### src/rtl/fns_decoder_seq_pkg.sv
// Shared definitions for the bit-serial FNS/CAC decoder: FSM encoding,
// fns_vec weight slicing helper and the reference weight sets.
package fns_decoder_seq_pkg;

  typedef enum logic [1:0] {
    IDLE  = 2'd0,
    ACCUM = 2'd1,
    DONE  = 2'd2
  } state_t;

  // Widest packed weight vector the slicing helper can handle.
  localparam int FNS_VEC_MAX = 64;

  // Weight sets for a 4-TSV group, bit 3 down to bit 0, 3-bit weights.
  localparam logic [11:0] FNS_W_DEFAULT  = {3'd3, 3'd2, 3'd1, 3'd1};
  localparam logic [11:0] FNS_W_OVERFLOW = {3'd5, 3'd3, 3'd2, 3'd1};

  function automatic logic [31:0] fnsWeight(input logic [FNS_VEC_MAX-1:0] vec,
                                            input int idx, input int wLen);
    logic [FNS_VEC_MAX-1:0] mask;
    mask = (FNS_VEC_MAX'(1) << wLen) - FNS_VEC_MAX'(1);
    return 32'((vec >> (idx * wLen)) & mask);
  endfunction

endpackage

### src/rtl/fns_decoder_seq_weight_mux.sv
// Combinational select of the weight for the codeword bit currently being
// accumulated; a cleared or disabled bit contributes zero.
module fns_weight_mux
  import fns_decoder_seq_pkg::*;
#(
  parameter int N_BITS = 4,
  parameter int W_LEN  = 3,
  parameter int IDX_W  = 2
) (
  input  logic [N_BITS-1:0]        i_code,
  input  logic [N_BITS-1:0]        i_en,
  input  logic [N_BITS*W_LEN-1:0]  i_fnsVec,
  input  logic [IDX_W-1:0]         i_idx,
  output logic [W_LEN-1:0]         o_weight
);

  logic [FNS_VEC_MAX-1:0] w_vecWide;

  assign w_vecWide = FNS_VEC_MAX'(i_fnsVec);

  always_comb begin
    o_weight = '0;
    for (int i = 0; i < N_BITS; i++) begin
      if ((i_idx == IDX_W'(i)) && i_code[i] && i_en[i]) begin
        o_weight = W_LEN'(fnsWeight(w_vecWide, i, W_LEN));
      end
    end
  end

endmodule

### src/rtl/fns_decoder_seq.sv
// Bit-serial FNS codeword decoder, MSB first, valid/ready on both sides.
// Optional range check enabled by defining FNS_DEC_RANGE_CHK_EN.
module fns_decoder_seq
  import fns_decoder_seq_pkg::*;
#(
  parameter int N_BITS = 4,
  parameter int W_LEN  = 3,
  parameter int DATA_W = 3
) (
  input  logic                     clock,
  input  logic                     reset,
  input  logic                     in_valid,
  output logic                     in_ready,
  input  logic [N_BITS-1:0]        codein,
  input  logic [N_BITS-1:0]        en_flag,
  input  logic [N_BITS*W_LEN-1:0]  fns_vec,
  output logic                     out_valid,
  input  logic                     out_ready,
  output logic [DATA_W-1:0]        dataout,
  output logic                     dec_err
);

  localparam int ACC_W = W_LEN + $clog2(N_BITS) + 1;
  localparam int IDX_W = (N_BITS > 1) ? $clog2(N_BITS) : 1;

  if (ACC_W < DATA_W) begin : g_accWidthCheck
    $error("fns_decoder_seq: ACC_W must be >= DATA_W");
  end

  state_t                  r_state;
  state_t                  w_stateNext;
  logic [IDX_W-1:0]        r_idx;
  logic [ACC_W-1:0]        r_acc;
  logic [ACC_W-1:0]        w_accNext;
  logic [N_BITS-1:0]       r_code;
  logic [N_BITS-1:0]       r_en;
  logic [N_BITS*W_LEN-1:0] r_fns;
  logic                    r_inReady;
  logic                    r_outValid;
  logic [DATA_W-1:0]       r_dataout;
  logic [W_LEN-1:0]        w_weight;
  logic                    w_accept;

  assign w_accept = (r_state == IDLE) && r_inReady && in_valid;

  fns_weight_mux #(
    .N_BITS (N_BITS),
    .W_LEN  (W_LEN),
    .IDX_W  (IDX_W)
  ) u_weightMux (
    .i_code   (r_code),
    .i_en     (r_en),
    .i_fnsVec (r_fns),
    .i_idx    (r_idx),
    .o_weight (w_weight)
  );

  assign w_accNext = r_acc + ACC_W'(w_weight);

  always_ff @(posedge clock) begin
    if (reset) r_state <= IDLE;
    else       r_state <= w_stateNext;
  end

  always_comb begin
    w_stateNext = r_state;
    unique case (r_state)
      IDLE:    if (w_accept) w_stateNext = ACCUM;
      ACCUM:   if (r_idx == '0) w_stateNext = DONE;
      DONE:    if (out_ready) w_stateNext = IDLE;
      default: w_stateNext = IDLE;
    endcase
  end

  // in_ready is registered so it reads 0 for as long as reset is held.
  always_ff @(posedge clock) begin
    if (reset) begin
      r_inReady  <= 1'b0;
      r_outValid <= 1'b0;
      r_dataout  <= '0;
      r_acc      <= '0;
      r_idx      <= '0;
      r_code     <= '0;
      r_en       <= '0;
      r_fns      <= '0;
    end else begin
      r_inReady <= (w_stateNext == IDLE);
      unique case (r_state)
        IDLE: begin
          if (w_accept) begin
            r_code <= codein;
            r_en   <= en_flag;
            r_fns  <= fns_vec;
            r_acc  <= '0;
            r_idx  <= IDX_W'(N_BITS - 1);
          end
        end
        ACCUM: begin
          r_acc <= w_accNext;
          if (r_idx == '0) begin
            r_outValid <= 1'b1;
            r_dataout  <= w_accNext[DATA_W-1:0];
          end else begin
            r_idx <= r_idx - 1'b1;
          end
        end
        DONE: begin
          if (out_ready) r_outValid <= 1'b0;
        end
        default: ;
      endcase
    end
  end

`ifdef FNS_DEC_RANGE_CHK_EN
  logic r_decErr;

  // Flags any accumulated weight that does not fit in DATA_W bits.
  always_ff @(posedge clock) begin
    if (reset) begin
      r_decErr <= 1'b0;
    end else if ((r_state == ACCUM) && (r_idx == '0)) begin
      r_decErr <= ((w_accNext >> DATA_W) != '0);
    end
  end

  assign dec_err = r_decErr;
`else
  assign dec_err = 1'b0;
`endif

  assign in_ready  = r_inReady;
  assign out_valid = r_outValid;
  assign dataout   = r_dataout;

endmodule

### config.mk
export PLATFORM = sky130hd
export DESIGN_NAME = fns_decoder_seq
export DESIGN_NICKNAME = d
export VERILOG_FILES = /design/src/rtl/fns_decoder_seq_pkg.sv /design/src/rtl/fns_decoder_seq_weight_mux.sv /design/src/rtl/fns_decoder_seq.sv
export SDC_FILE = /design/constraint.sdc
export NUM_CORES = 1
export LEC_CHECK = 0
export ABC_CLOCK_PERIOD_IN_PS = 5700
export BUFFER_PORTS_ARGS = -buffer_cell sky130_fd_sc_hd__buf_2
export CAP_MARGIN = 5
export CORE_MARGIN = 2
export CORE_UTILIZATION = 40
export DETAILED_ROUTE_END_ITERATION = 12
export SLEW_MARGIN = 15
export SYNTH_ARGS = -nofsm -noshare
export SYNTH_HDL_FRONTEND = slang
export SYNTH_SLANG_ARGS = --single-unit
export TNS_END_PERCENT = 1
### constraint.sdc
create_clock -name clock -period 5.7 [get_ports clock]
set_input_delay 0.57 -clock clock [delete_from_list [all_inputs] [get_ports clock]]
set_output_delay 0.57 -clock clock [all_outputs]
set_load 0.02 [all_outputs]
==> After elaboration in Yosys (flattened, before gate mapping) <==
Cells that the tools add are included.
Widths: inputs -> output; s select.
{ "op_classes": {"addsub": 2, "n_mul": 0, "n_div": 0, "order_cmp": 0, "eq_ne": 9, "shifts": 0, "n_mux": 16, "n_bitwise": 0, "reduce_logical": 20} }
{ "op_table": {"columns": ["cell", "n"], "rows": [
  ["$mux 3", 4],
  ["$pmux 6 s2", 1],
  ["$logic_and 1x1->1", 10],
  ["$mux 2", 5],
  ["$ne 2x2->1 const B", 4],
  ["$add 6x3->6", 1],
  ["$eq 2x2->1 const B", 3],
  ["$logic_not 2->1", 3],
  ["$mux 6", 1],
  ["$pmux 2 s3", 1],
  ["$reduce_and 2->1", 3],
  ["$reduce_and 3->1", 2],
  ["$eq 2x1->1 const B", 2],
  ["$pmux 2 s2", 1],
  ["$reduce_bool 2->1", 2],
  ["$mux 1", 2],
  ["$pmux 1 s2", 1],
  ["$sub 2x1->2 const B", 1]
]} }
{ "totals": {"ff_bits": 35, "latchBits": 0, "ram_bits": 0, "mem_bits_ro": 0, "input_bits": 24, "output_inout_bits": 6, "wordCells": 56, "memories": 0} }

==> Longest topological paths before layout <==
{ "logic_depth": {"word_depth": 9, "ltp_mapped": 13, "ltp_nobuf": 13} }

==> Modules after synthesis <==
A second synthesis with hierarchy kept.
{ "unflattened": {"cells_unflattened": 167, "hier_area_um2": 1587.8} }
{ "modules_own_cells": {"columns": ["module", "n_inst", "cells_per_inst", "area_per_inst_um2", "seq_area_each_um2"], "rows": [
  ["fns_decoder_seq", 1, 150, 1471.4, 640.6],
  ["fns_weight_mux", 1, 17, 116.4, 0.0]
]} }

==> Worst setup path after synthesis <==
Ideal clock, no wire load.
{ "synth_timing": {"path_type": "register -> register", "start": "reg r_idx[0]", "end": "reg r_dataout[2], in the netlist dataout[2]", "setup_time_ps": 91, "arrival_time_ps": 2446, "required_ps": 5609, "setup_slack_ps": 3163, "path_stages_with_launch": 13, "path_buffers": 0, "synth_period_minus_slack_ps": 2537, "path_cell_list": "dfxtp_1 -> inv_1 -> ha_1 -> and3_4 -> nand3_1 -> nand3_1 -> o21ai_0 -> o21ai_0 -> ha_1 -> fa_1 -> xnor2_1 -> or3_1 -> a311oi_1"} }
{ "synth_via": {"elab_chain_cells": 8, "word_cells_on_any_way": 18, "cone_classes": "add/sub: 1; eq/ne: 3; mux: 4; reduce/logical: 10"} }
{ "synth_lines": {"columns": ["element", "line", "text"], "rows": [
  ["from (decl)", "fns_decoder_seq.sv:32", "logic [IDX_W-1:0] r_idx;"],
  ["from (signal assigned)", "fns_decoder_seq.sv:95", "r_idx <= IDX_W'(N_BITS - 1);"],
  ["from (signal assigned)", "fns_decoder_seq.sv:104", "r_idx <= r_idx - 1'b1;"],
  ["$logic_not 2->1", "fns_decoder_seq_weight_mux.sv:24, fns_decoder_seq.sv:100", null],
  ["$logic_and 1x1->1 (2 in series)", "fns_decoder_seq_weight_mux.sv:24", "if ((i_idx == IDX_W'(i)) && i_code[i] && i_en[i]) begin"],
  ["$mux 3 (4 in series)", "fns_decoder_seq_weight_mux.sv:24", null],
  ["$add 6x3->6", "fns_decoder_seq.sv:58", "assign w_accNext = r_acc + ACC_W'(w_weight);"],
  ["to (signal assigned)", "fns_decoder_seq.sv:102", "r_dataout <= w_accNext[DATA_W-1:0];"],
  ["to (decl)", "fns_decoder_seq.sv:40", "logic [DATA_W-1:0] r_dataout;"]
]} }
Several ways; a longest one is shown, not always the timed one.
A chain may end at the register's enable or synchronous reset.

==> Final worst setup path <==
Ends and elaborated chain as after synthesis.

==> results_dict.tcl <==
set metrics [dict create \
    status "complete, no violations" \
    cts_made_buffers 5 \
    first_pass_iters 4 \
    wl_met3_um 154 \
    rows 21 \
    path_class "reg2reg" \
    ys.flop_type "dfxtp_1" \
    leakagePower_nw 0.651 \
    path_clk_slew_ns 0.10 \
    ys_warn_count 0 \
    clk_latency_ns 0.33 \
    reg2reg_slack_ns 2.93 \
    cts_sinks 32 \
    grt_pass1_wl_um 5070 \
    clockRootBuffer "clkbuf_4" \
    drtIter0Drc 38 \
    fin_worst_skew_ns 0.0121 \
    hpwl_um 2080 \
    fin_nets 234 \
    fin_util_pct 48.2 \
    area_delta_synth_final_pct 14.6 \
    yosysUniqueCellTypes 30 \
    power_density_nw_per_um2 257 \
    max-vdd-ir-drop_mv 0.146 \
    ys_seq_area_share_pct 45.3 \
    crit_arrival_ns 3.01 \
    first_global_vias 1151 \
    hold_path_end "r_fns[11]" \
    finalHoldViolations 0 \
    wl_met2_um 1310 \
    htree_levels 2 \
    vias 1206 \
    worstRegToRegCells 12 \
    critPathMaxFanout 5 \
    grt_antenna_before_repair 0 \
    die_area_um2 4030 \
    tightestPinTransition_ns 0.901 \
    fin_crit_sh_pct 48.7 \
    synth_enable_flop_cells 0 \
    final_cell_mix "54 x nand2_1, 32 x dfxtp_1, 28 x buf_2, 27 x a21oi_1, 9 x nor2_1" \
    cts-hold-fix-buffers 0 \
    drc 0 \
    fin_crit_ns 2.77 \
    diodes 0 \
    synthArstFlopShare_pct 0 \
    rr_startpoint "r_idx[0]" \
    post_cts_buffers 0 \
    routabilityCongestion 0.789 \
    final_common_cell "nand2_1" \
    dieHeight_um 63.5 \
    io_buffers 28 \
    synth_nets 208 \
    overflow 0 \
    n_fill_cell 369 \
    setup_violations 0 \
    wl_met1_um 1340 \
    synth-seq-cells 32 \
    syn_area_um2 1410 \
    rsz0062_at_grt "no" \
    max_freq_mhz 361 \
    die_w_um 63.5 \
    placed_cells 243 \
    cp-end-kind "register" \
    synth_area_per_cell_um2 7.94 \
    grt_max_degree 34 \
    hold_path_depth 2 \
    top_layer_used "met4" \
    start_kind "register" \
    hold_path_class "reg2reg" \
    synth_cells 178 \
    r2r-end "dataout[2]" \
    core_area_um2 3360 \
    cts_tree "yes" \
    vias_per_cell 4.82 \
    clk_path_buf_depth 2 \
    min-delay-start "r_fns[11]" \
    drv_cap 0 \
    grt_usage_pct 16.3 \
    slew_headroom_pct 39.8 \
    final_cells 250 \
    worstPathRequired_ns 5.94 \
    drv_slew 0 \
    ant_nets 0 \
    ctsResizeCount 0 \
    drive_gt1_share_pct 20.1 \
    wl_per_cell_um 11.4 \
    final.setup.tns_ns 0 \
    start_util_pct 42.0 \
    routed_wl_um 2850 \
    startpoint "r_idx[0]" \
    ioPinCount 30 \
]
## kinds of logic after synthesis
kind of cell,count (synthesis),synth area share (%)
simple gates,86,28.1
compound gates,39,15.7
flops,32,45.3
buf+inv,12,3.45
fa+ha+maj,6,5.84
other cells,1,0.265
xor+xnor,1,0.620
mux,1,0.708
## sequential cells by signal (all words and copies together) (netlist names)
name	cells
r_acc	3
out_valid	1
r_idx	2
r_fns	12
in_ready	1
r_en	4
dataout	3
r_code	4
r_state	2
## cells in the mapped netlist, types with 2 or more instances
cell / instances / area share [%]
nor2_1: 9 / 2.4
a211oi_1: 2 / 1.1
ha_1: 5 / 4.4
a21oi_1: 27 / 9.6
nand2b_1: 2 / 0.88
o21ai_0: 6 / 2.1
dfxtp_1: 32 / 45
and3_4: 2 / 1.6
and3_1: 2 / 0.88
nand2_1: 54 / 14
clkbuf_1: 8 / 2.1
inv_1: 3 / 0.80
nand3_1: 8 / 2.8
nor2b_1: 2 / 0.88
## power by group
group / leakage (nW) / internal [mW] / switching [mW]
registers: 0.261 / 0.236 / 0.00912
logic: 0.362 / 0.0202 / 0.0328
clock network: 0.0281 / 0.0454 / 0.0724
total: 0.651 / 0.302 / 0.114
## per-stage QoR
| step | hold WS [ns] | total power, mW | area [um^2] | worst slack, ns |
|---|---|---|---|---|
| 3_3_place_gp | 0.442 | 0.303 | 1570 | 3.08 |
| 6_report | 0.458 | 0.416 | 1620 | 2.93 |
| 3_5_place_dp | 0.447 | 0.305 | 1570 | 2.96 |
| 5_1_grt | 0.454 | 0.441 | 1620 | 2.65 |
| 4_1_cts | 0.454 | 0.422 | 1620 | 2.92 |
| 2_1_floorplan | 0.432 | 0.286 | 1410 | 3.16 |
## worst max-delay path, cell delays in order, from the launching register on
cell,delay [ns]
dfxtp_1,0.42
inv_1,0.09
ha_1,0.27
and3_4,0.22
nand3_1,0.08
nand3_1,0.07
o21ai_0,0.07
o21ai_0,0.10
ha_1,0.20
fa_1,0.37
xnor2_1,0.17
or3_1,0.38
a311oi_1,0.25
## metal layers
layer / vias to the layer above / track usage, %
met1: 534 / 20.2
met4: 0 / 5.71
met5: - / 0
met2: 23 / 25.7
met3: 5 / 6.43
li1: 644 / -
## worst max-delay path by stage
stage / cells after the start / to / slack (ns)
after floorplan: 12 / dataout[2] / 3.16
after global placement: 12 / dataout[2] / 3.08
after detailed placement: 12 / dataout[2] / 2.96
after CTS: 12 / dataout[2] / 2.92
after global routing: 13 / r_acc[2] / 2.65
final: 12 / dataout[2] / 2.93
## final cells by class
type / count / area (um^2) / area share, %
multi-input combinational: 134 / 724 / 44.7
sequential: 32 / 641 / 39.5
timing repair buffer: 28 / 140 / 8.65
tap: 46 / 57.6 / 3.55
clock buffer: 6 / 41.3 / 2.55
inverter: 3 / 11.3 / 0.695
clock inverter: 1 / 5.00 / 0.309
Note: power is estimated with default switching activity, not from simulation.
